==> config.mk <==
export PLATFORM = sky130hd
export DESIGN_NAME = mux_rr_arbiter_flat
export DESIGN_NICKNAME = d
export VERILOG_FILES = /design/src/rtl/mux_rr_arbiter_pkg.sv /design/src/rtl/mux_rr_arbiter_if.sv /design/src/rtl/mux_rr_arbiter_rr_pick.sv /design/src/rtl/mux_rr_arbiter.sv /design/src/flat_wrapper.sv
export SDC_FILE = /design/constraint.sdc
export NUM_CORES = 1
export LEC_CHECK = 0
export CAP_MARGIN = 5
export CORE_ASPECT_RATIO = 1.4
export CORE_MARGIN = 2
export CORE_UTILIZATION = 50
export CTS_BUF_LIST = sky130_fd_sc_hd__clkbuf_4 sky130_fd_sc_hd__clkbuf_8
export CTS_CLUSTER_DIAMETER = 150
export CTS_CLUSTER_SIZE = 14
export DETAILED_ROUTE_END_ITERATION = 16
export PLACE_DENSITY = 0.77
export SYNTH_ARGS = -nofsm -noshare
export SYNTH_HDL_FRONTEND = slang
export SYNTH_SLANG_ARGS = --single-unit
==> constraint.sdc <==
create_clock -name clk -period 11.4 [get_ports clk]
set_input_delay 2.85 -clock clk [delete_from_list [all_inputs] [get_ports clk]]
set_output_delay 2.85 -clock clk [all_outputs]
set_load 0.01 [all_outputs]
==> src/rtl/mux_rr_arbiter_pkg.sv <==
// Shared constants, FSM state type and grant helper for the round-robin select arbiter.
package mux_arb_pkg;

  localparam int N_REQ = 16;
  localparam int SEL_W = $clog2(N_REQ);

  typedef enum logic {IDLE, GRANT} state_t;

  function automatic logic [N_REQ-1:0] onehot(input logic [SEL_W-1:0] sel);
    logic [N_REQ-1:0] v;
    v = '0;
    v[sel] = 1'b1;
    return v;
  endfunction

endpackage

==> src/rtl/mux_rr_arbiter_if.sv <==
// Requester/consumer bundle for mux_rr_arbiter; the lock vector exists only when ARB_LOCK_EN is defined.
interface mux_rr_arbiter_if;
  import mux_arb_pkg::*;

  logic [N_REQ-1:0] req;
  logic [N_REQ-1:0] data;
  logic             out_ready;
  logic             out_valid;
  logic             out_data;
  logic [SEL_W-1:0] sel;
  logic [N_REQ-1:0] gnt;
`ifdef ARB_LOCK_EN
  logic [N_REQ-1:0] lock;
`endif

  modport master (
`ifdef ARB_LOCK_EN
    input  lock,
`endif
    input  req, data, out_ready,
    output out_valid, out_data, sel, gnt
  );

  modport slave (
`ifdef ARB_LOCK_EN
    output lock,
`endif
    output req, data, out_ready,
    input  out_valid, out_data, sel, gnt
  );

endinterface

==> src/rtl/mux_rr_arbiter_rr_pick.sv <==
// Combinational round-robin picker: first requester at or after ptr, wrapping mod N_REQ.
module rr_pick
  import mux_arb_pkg::*;
(
  input  logic [N_REQ-1:0] req,
  input  logic [SEL_W-1:0] ptr,
  output logic             any,
  output logic [SEL_W-1:0] idx
);

  logic [2*N_REQ-1:0] dbl;
  logic [N_REQ-1:0]   rot;
  logic [SEL_W-1:0]   off;

  // Doubling the vector turns the rotate-right into a plain shift.
  assign dbl = {req, req} >> ptr;
  assign rot = dbl[N_REQ-1:0];

  always_comb begin
    off = '0;
    for (int i = N_REQ - 1; i >= 0; i--) begin
      if (rot[i]) off = SEL_W'(i);
    end
    any = |req;
    idx = off + ptr;
  end

endmodule

==> src/rtl/mux_rr_arbiter.sv <==
// Round-robin arbiter owning the 16:1 mux select, with valid/ready output handshake.
// Optional grant locking is compiled in with ARB_LOCK_EN.
module mux_rr_arbiter
  import mux_arb_pkg::*;
(
  input  logic              clk,
  input  logic              rst_n,
  mux_rr_arbiter_if.master  bus
);

  state_t           state, next_state;
  logic [SEL_W-1:0] ptr, ptr_n;
  logic [SEL_W-1:0] sel_q, sel_n;
  logic [N_REQ-1:0] gnt_q, gnt_n;
  logic             data_q, data_n;
  logic [SEL_W-1:0] pick_ptr, pick_idx;
  logic             pick_any;
  logic             accept;
  logic             hold;

  assign accept = (state == GRANT) && bus.out_ready;

`ifdef ARB_LOCK_EN
  assign hold = accept && bus.lock[sel_q] && bus.req[sel_q];
`else
  assign hold = 1'b0;
`endif

  // On accept the search already starts past the outgoing grant, so back-to-back grants need no bubble.
  assign pick_ptr = accept ? sel_q + SEL_W'(1) : ptr;

  rr_pick u_pick (
    .req (bus.req),
    .ptr (pick_ptr),
    .any (pick_any),
    .idx (pick_idx)
  );

  always_ff @(posedge clk or negedge rst_n) begin
    if (!rst_n) begin
      state  <= IDLE;
      ptr    <= '0;
      sel_q  <= '0;
      gnt_q  <= '0;
      data_q <= 1'b0;
    end else begin
      state  <= next_state;
      ptr    <= ptr_n;
      sel_q  <= sel_n;
      gnt_q  <= gnt_n;
      data_q <= data_n;
    end
  end

  always_comb begin
    next_state = state;
    ptr_n      = ptr;
    sel_n      = sel_q;
    gnt_n      = gnt_q;
    data_n     = data_q;
    case (state)
      IDLE: begin
        if (pick_any) begin
          next_state = GRANT;
          sel_n      = pick_idx;
          gnt_n      = onehot(pick_idx);
          data_n     = bus.data[pick_idx];
        end
      end
      GRANT: begin
        if (accept) begin
          if (hold) begin
            data_n = bus.data[sel_q];
          end else begin
            ptr_n = pick_ptr;
            if (pick_any) begin
              sel_n  = pick_idx;
              gnt_n  = onehot(pick_idx);
              data_n = bus.data[pick_idx];
            end else begin
              next_state = IDLE;
              gnt_n      = '0;
            end
          end
        end
      end
      default: next_state = IDLE;
    endcase
  end

  assign bus.out_valid = (state == GRANT);
  assign bus.sel       = sel_q;
  assign bus.gnt       = gnt_q;
  assign bus.out_data  = data_q;

endmodule

==> src/flat_wrapper.sv <==
// flat-port wrapper written by rule: the top's interface ports become plain ports
module mux_rr_arbiter_flat import mux_arb_pkg::*;
  (clk, rst_n, bus_req, bus_data, bus_out_ready, bus_out_valid, bus_out_data, bus_sel, bus_gnt);
  mux_rr_arbiter_if bus_i ();
  input  logic clk;
  input  logic rst_n;
  input wire logic [$bits(bus_i.req)-1:0] bus_req;
  input wire logic [$bits(bus_i.data)-1:0] bus_data;
  input wire logic [$bits(bus_i.out_ready)-1:0] bus_out_ready;
  output wire logic [$bits(bus_i.out_valid)-1:0] bus_out_valid;
  output wire logic [$bits(bus_i.out_data)-1:0] bus_out_data;
  output wire logic [$bits(bus_i.sel)-1:0] bus_sel;
  output wire logic [$bits(bus_i.gnt)-1:0] bus_gnt;
  assign bus_i.req = bus_req;
  assign bus_i.data = bus_data;
  assign bus_i.out_ready = bus_out_ready;
  assign bus_out_valid = bus_i.out_valid;
  assign bus_out_data = bus_i.out_data;
  assign bus_sel = bus_i.sel;
  assign bus_gnt = bus_i.gnt;
  mux_rr_arbiter u_core (.clk(clk), .rst_n(rst_n), .bus(bus_i));
endmodule
==> reports/results.tsv, run 1 <==
metric	value	unit
status	finished, final reports clean	
regToRegStartpoint	u_core.bus.sel[0]	
crit_type	in -> reg	
gp_congestion	0.951	
cts_buffers	3	
netlist.area_leader.share	0.211	
remaining_drc_errors	0	
yosysWarnings	0	
routedWlPerCell	20.3	um
postSynthAreaPerCell	8.16	um^2
rsz0062_at_grt	no	
layout-drive-gt1-share	0.101	
synth_mux_area_frac	0.160	
min_from	u_core.bus.gnt[2]	
antenna_found_initial	0	
ys_types	67	
ys_seq_elements	26	
crit_path_start	bus_out_ready	
fp.dieW	70.4	um
pin_count	57	
synth_ff_type	dfrtp_1	
worst_setup_path_end_kind	register	
netlist_instances	378	
nNetsFinal	456	
areaGrowthSynthToFinish	19.6	%
hold_violations	0	
grt-ovfl-total	0	
finalSetupTns	0	ps
cts_sinks	26	
cts_root_buf	clkbuf_8	
dp.cells	482	
final_cells	486	
grt_pass1_wl	16300	um
synth.cell_area	3080	um^2
synth_top_family_by_area	compound AO/OA/AOI/OAI gates	
worstPathMaxFanout	17	
antenna_cells	0	
grt_use_met2	0.512	
tightest_slew	1110	ps
synth_xor_area_frac	0.0329	
cts_hold_buf	0	
cts_resized	0	
nFillCells	520	
clk_latency	260	ps
cts_tree	built	
synth.net_count	417	
die_h	96.9	um
critPathLaunchType	input pin	
rows	33	
initialDrtViolationCount	253	
coreArea	5900	um^2
finalSetupViolCount	0	
final_core_util	0.625	
grt_max_degree	34	
final_cell_mix	clkdlybuf4s50_1 (56), nand3_1 (33), nand2_1 (32)	
viasPerCell	6.73	
ys_seq_area_frac	0.211	
clockBufferDepth	2	
dr.pass1.iters	6	
drv_slew	0	
grtUsageMet1	0.358	
cp.arrival	8870	ps
final_common_cell	clkdlybuf4s50_1	
fin_worst_skew	2.72	ps
drtAntennaViolNets	0	
synthSimpleGateAreaFrac	0.238	
synth_top_area_cell	dfrtp_1	
dp_hpwl	7600	um
max_slew_margin	0.258	
htree_levels	1	
grt_pass1_vias	3256	
wl	9890	um
io_buffer_count	56	
synth_edf_count	0	
via_count	3270	
min_period	8750	ps
path_clk_slew	80	ps
initial_utilization	0.522	
max_freq	114	MHz
seq_area	651	um^2
synth_compound_gate_area_share	0.287	
grt_usage	0.291	
yosys.area_share.adder	0.0187	
multi_input_area	2270	um^2
busiest_layer	met2	
maxCapViolCount	0	
cts_setup_buffers	0	
synthArstFlopShare	1.00	
met3_usage	0.0323	
die-area	6820	um^2
synth_area_leaders	dfrtp_1 (21%), mux4_2 (6.6%), nand3_1 (5.4%)	
min_path_type	reg -> reg	
worstPathRequired	11530	ps
fin_crit_sh	0.767	
-- Yosys cell counts (5+ instances only) --
library cell,instances
a211oi_1,11
a21boi_0,8
a21o_1,5
a21oi_1,22
a22o_1,18
and2_1,12
and3_1,12
buf_2,9
clkbuf_1,13
dfrtp_1,26
inv_1,12
mux2_2,11
mux2i_1,10
mux4_2,9
nand2_1,32
nand3_1,33
nor2_1,19
nor3_1,11
nor4_1,5
o21ai_0,20
-- metrics by stage --
| step | instance area [um^2] | setup slack (ps) | hold slack (ps) |
|---|---|---|---|
| final | 3690 | 2650 | 517 |
| after floorplan | 3080 | 4490 | 544 |
| after CTS | 3690 | 2770 | 520 |
| after detailed placement | 3630 | 2530 | 492 |
| after global routing | 3690 | 2020 | 527 |
| after global placement | 3630 | 2650 | 492 |
-- flip-flops by register name, indices dropped and copies added (netlist names) --
register,flops
u_core.bus.out_valid,1
u_core.ptr,4
u_core.bus.out_data,1
u_core.bus.gnt,16
u_core.bus.sel,4
-- worst max-delay path, cell delays in order --
cell	delay, ps
clkdlybuf4s50_1	580
nand3_2	320
nand2_1	600
inv_1	400
a21boi_0	610
a21oi_1	180
a22o_1	240
nor4_1	490
a211oi_2	90
a21oi_2	400
nor2_8	110
nor2_1	140
fa_1	570
and2_1	270
nand3_1	130
a211oi_1	100
or3_1	320
a2111oi_0	350
a211oi_1	100
-- per-layer routing --
layer  vias to the layer above  share of wire
met2                       170           0.52
met1                      1561           0.38
met4                         0          0.032
met5                         -              0
met3                        28          0.066
li1                       1511              -
-- final timing paths --
check                                            to  cells past startpoint  slack (ps)
worst max-delay path            u_core.bus.out_data                     19        2650
worst min-delay path              u_core.bus.gnt[2]                      1         520
worst max register to register  u_core.bus.out_data                     18        5170
worst min register to register    u_core.bus.gnt[2]                      1         520
max in group asynchronous         u_core.bus.gnt[6]                      1        7560
min in group asynchronous         u_core.bus.sel[1]                      1        3180
-- cell type report --
| class | instances | share of cell area |
|---|---|---|
| inverter | 15 | 0.0156 |
| clock buffer | 4 | 0.0149 |
| timing repair buffer | 57 | 0.154 |
| sequential | 26 | 0.176 |
| multi-input combinational | 314 | 0.615 |
| tap | 70 | 0.0237 |
-- kinds of logic after synthesis --
| logic type | Yosys count |
|---|---|
| adder cells (fa/ha/maj) | 4 |
| AO/OA/AOI/OAI | 124 |
| multiplexers | 34 |
| AND/OR/NAND/NOR | 143 |
| buffers and inverters | 38 |
| flip-flops | 26 |
| XOR/XNOR | 9 |
Power of run 1 is not shown: default switching activity piles up to over one toggle a cycle in this logic, so the estimate is an artifact.
==> run 2: changes to the inputs <==
Clock period 11.4 ns to 8.5 ns, I/O delays scaled along.
==> reports/results.tsv, run 2 (synthesis gave the netlist of run 1 again) <==
metric	value	unit	change
status	finished, final reports clean		
max_slew_margin	0.271		+0.0132
crit_type	in -> reg		
htree_levels	1		unchanged
cpPeakStageDelay	610	ps	about the same
grt-ovfl-total	0		unchanged
cts_tree	built		
worst_setup_path_end_kind	register		
rows	33		unchanged
max_freq	132	MHz	
initialDrtViolationCount	266		+5.1%
cts_buffers	3		unchanged
slowest_stage	fa_1		
worstPathRequired	8640	ps	-2890 ps
viasPerCell	6.66		-1.0%
timing.critical_path.buf_inv	3		+1
hold_violations	0		unchanged
io_buffer_count	56		unchanged
final_cell_mix	clkdlybuf4s50_1 (56), nand3_1 (33), nand2_1 (32)		
coreArea	5900	um^2	unchanged
grt_pass1_wl	16000	um	-2.0%
cts_sinks	26		unchanged
min_period	7570	ps	
worstPathMaxFanout	18		+1
antenna_cells	0		unchanged
finalSetupTns	0	ps	unchanged
initial_utilization	0.522		unchanged
grt_pass1_vias	3207		-1.5%
layout-drive-gt1-share	0.110		+0.00856
wl	9590	um	-3.0%
drv_slew	0		unchanged
min_path_type	reg -> reg		
maxCapViolCount	0		unchanged
clk_latency	260	ps	about the same
grt_max_degree	34		unchanged
drtAntennaViolNets	0		unchanged
cts_resized	0		unchanged
dr.pass1.iters	5		-1
gp_congestion	0.972		+2.2%
path_clk_slew	80	ps	about the same
final_common_cell	clkdlybuf4s50_1		
die-area	6820	um^2	unchanged
largest_reg_flops	16		unchanged
tightest_slew	1090	ps	-23.6 ps
critPathLaunchType	input pin		
nFillCells	523		+0.58%
die_h	96.9	um	unchanged
areaGrowthSynthToFinish	21.1	%	
finalSetupViolCount	0		unchanged
rsz0062_at_grt	no		
path_delay_family	compound AO/OA/AOI/OAI gates		
nNetsFinal	461		+1.1%
remaining_drc_errors	0		unchanged
antenna_found_initial	0		unchanged
fin_worst_skew	5.73	ps	+3.01 ps
dp_hpwl	7420	um	-2.4%
cp.arrival	7710	ps	-1160 ps
via_count	3263		-0.21%
fp.dieW	70.4	um	unchanged
routedWlPerCell	19.6	um	-3.8%
grt_usage	0.286		-0.00458
pin_count	57		unchanged
cts_root_buf	clkbuf_8		
cts_hold_buf	0		unchanged
fin_crit_sh	0.891		
cts_setup_buffers	0		unchanged
clockBufferDepth	2		unchanged
cp_cell_sequence	clkdlybuf4s50_1 > and2_1 > mux2i_4 > buf_4 > clkinv_2 > a211oi_1 > nor3_1 > a31oi_1 > mux2_2 > a21boi_0 > nor2b_1 > o21a_1 > o21ai_0 > a31oi_1 > fa_1 > and2_1 > nand3_1 > a21oi_1 > or3_1 > a2111oi_0 > a211oi_1		
final_core_util	0.632		+0.00742
==> run 2: area by class of cell <==
class | instances | area (um^2) | share of cell area
multi-input cells | 314 | 2270 | 0.608
repair buffers | 62 | 626 | 0.168
flip-flops and latches | 26 | 651 | 0.174
well taps | 70 | 87.6 | 0.0235
inverters | 15 | 57.6 | 0.0154
clock buffers | 3 | 41.3 | 0.0111
==> run 2: final timing paths <==
check,to,slack [ps],from,cells after the start
min in group asynchronous,u_core.bus.gnt[11],2190,rst_n,1
setup / recovery,u_core.bus.out_data,930,bus_out_ready,21
setup reg to reg,u_core.bus.out_data,2760,u_core.bus.sel[0],21
max in group asynchronous,u_core.bus.out_valid,5850,rst_n,2
hold / removal,u_core.bus.gnt[15],510,u_core.bus.gnt[15],1
hold reg to reg,u_core.bus.gnt[15],510,u_core.bus.gnt[15],1
==> run 2: layer usage <==
metal / up-vias / part of all wire / GRT usage
met3: 37 / 0.060 / 0.0219
met5: - / 0 / 0
met1: 1553 / 0.40 / 0.378
li1: 1517 / - / -
met4: 0 / 0.039 / 0.115
met2: 156 / 0.50 / 0.480
==> run 2: per-stage QoR <==
stage | area [um^2] | instances | setup slack, ps | hold WS, ps
final | 3730 | 490 | 929 | 511
after CTS | 3710 | 489 | 991 | 515
after global placement | 3660 | 486 | 807 | 491
after floorplan | 3080 | 378 | 2320 | 544
after global routing | 3730 | 490 | 456 | 533
after detailed placement | 3660 | 486 | 736 | 491
Power of run 2 is left out for the same reason.
==> run 3: changes to the inputs <==
Settings changed: CAP_MARGIN 5 to 30, HOLD_SLACK_MARGIN set to 0.15, SLEW_MARGIN set to 5.
==> reports/results.tsv, run 3 (synthesis gave the netlist of run 1 again) <==
metric	value	unit	change
status	finished, final reports clean		
wl	9700	um	+1.2%
tightest_slew	729	ps	-356 ps
grt-ovfl-total	0		unchanged
cpPeakStageDelay	610	ps	about the same
grt_pass1_wl	15800	um	-1.3%
hold-worst-slack	513	ps	+2.60 ps
rsz0062_at_grt	no		
min_path_type	reg -> reg		
min_period	7580	ps	+6.27 ps
max_freq	132	MHz	about the same
maxCapViolCount	0		unchanged
hold_end	u_core.bus.gnt[8]		
max_slew_margin	0.514		+0.243
fin_crit_sh	0.891		about the same
timing.rr.end	u_core.bus.out_data		
ff2ff_setup_slack	2760	ps	about the same
grt_pass1_vias	3126		-2.5%
slowest_stage	fa_1		
grt_use_met2	0.497		+0.0174
clk_latency	280	ps	+20 ps
dp_hpwl	7530	um	+1.5%
cts_setup_buffers	0		unchanged
critPathLaunchType	input pin		
gp_congestion	0.972		unchanged
io_buffer_count	56		unchanged
viasPerCell	6.54		-1.7%
cts_resized	0		unchanged
drtAntennaViolNets	0		unchanged
remaining_drc_errors	0		unchanged
timing.critical_path.buf_inv	3		unchanged
layout-drive-gt1-share	0.114		+0.00422
cp_cell_sequence	clkdlybuf4s50_1 > and2_1 > mux2i_4 > buf_4 > clkinv_2 > a211oi_1 > nor3_1 > a31oi_1 > mux2_2 > a21boi_0 > nor2b_1 > o21a_1 > o21ai_0 > a31oi_1 > fa_1 > and2_1 > nand3_1 > a21oi_1 > or3_1 > a2111oi_0 > a211oi_1		
clockBufferDepth	2		unchanged
finalSetupTns	0	ps	unchanged
antenna_found_initial	0		unchanged
final_common_cell	clkdlybuf4s50_1		
cts_tree	built		
met3_usage	0.0271		+0.00521
final_cell_mix	clkdlybuf4s50_1 (56), nand3_1 (33), nand2_1 (32)		
fin_worst_skew	3.36	ps	-2.37 ps
worstPathMaxFanout	18		unchanged
busiest_layer	met2		
fp.dieW	70.4	um	unchanged
hold_violations	0		unchanged
worst_setup_path_end_kind	register		
cp.arrival	7730	ps	+20 ps
rows	33		unchanged
antenna_cells	0		unchanged
initial_utilization	0.522		unchanged
drv_slew	0		unchanged
reg2regPathDepth	21		unchanged
nNetsFinal	462		+0.22%
whs_path_depth	1		unchanged
cts_root_buf	clkbuf_8		
htree_levels	1		unchanged
die_h	96.9	um	unchanged
regToRegStartpoint	u_core.bus.sel[0]		
grtUsageMet1	0.367		-0.0110
areaGrowthSynthToFinish	21.7	%	
cts_buffers	3		unchanged
routedWlPerCell	19.7	um	+0.75%
grt_usage	0.288		+0.00135
path_delay_family	compound AO/OA/AOI/OAI gates		
grt_max_degree	34		unchanged
coreArea	5900	um^2	unchanged
path_clk_slew	90	ps	about the same
worstPathRequired	8650	ps	about the same
finalSetupViolCount	0		unchanged
dr.pass1.iters	6		+1
via_count	3219		-1.3%
largest_reg_flops	16		unchanged
initialDrtViolationCount	257		-3.4%
crit_type	in -> reg		
pin_count	57		unchanged
min_from	u_core.bus.gnt[8]		
cts_hold_buf	0		unchanged
cts_sinks	26		unchanged
die-area	6820	um^2	unchanged
## run 3: cell count changes in the layout (fill, tap and decap cells not counted)
cell,change
buf_4,+1
clkbuf_8,+1
## run 3: cell type report
type,count,area (um^2)
fill,543,2150
clock buffer,4,55.1
timing repair buffer,63,633
inverter,15,57.6
tap,70,87.6
sequential,26,651
multi-input combinational,314,2270
## run 3: worst max-delay path by stage
stage | startpoint | to | cells past startpoint
6_report | bus_out_ready | u_core.bus.out_data | 21
5_1_grt | bus_out_ready | u_core.bus.out_data | 21
4_1_cts | bus_out_ready | u_core.bus.out_data | 21
3_5_place_dp | bus_out_ready | u_core.bus.out_data | 21
3_3_place_gp | bus_out_ready | u_core.bus.out_data | 21
2_1_floorplan | bus_out_ready | u_core.bus.out_data | 22
## run 3: per-layer routing
layer,part of all wire,vias up,wire length [um]
met3,0.056,24,544
met1,0.40,1549,3920
met4,0.031,0,303
met5,0,-,0
li1,-,1522,-
met2,0.51,124,4940
## run 3: through the flow
step	cells	instance area, um^2	utilization	setup slack, ps
finish	492	3750	0.636	923
global route	492	3750	0.636	456
detailed placement	487	3690	0.625	762
CTS	491	3750	0.635	1020
floorplan	378	3080	-	2320
global placement	486	3660	0.621	807
Power of run 3 is left out for the same reason.
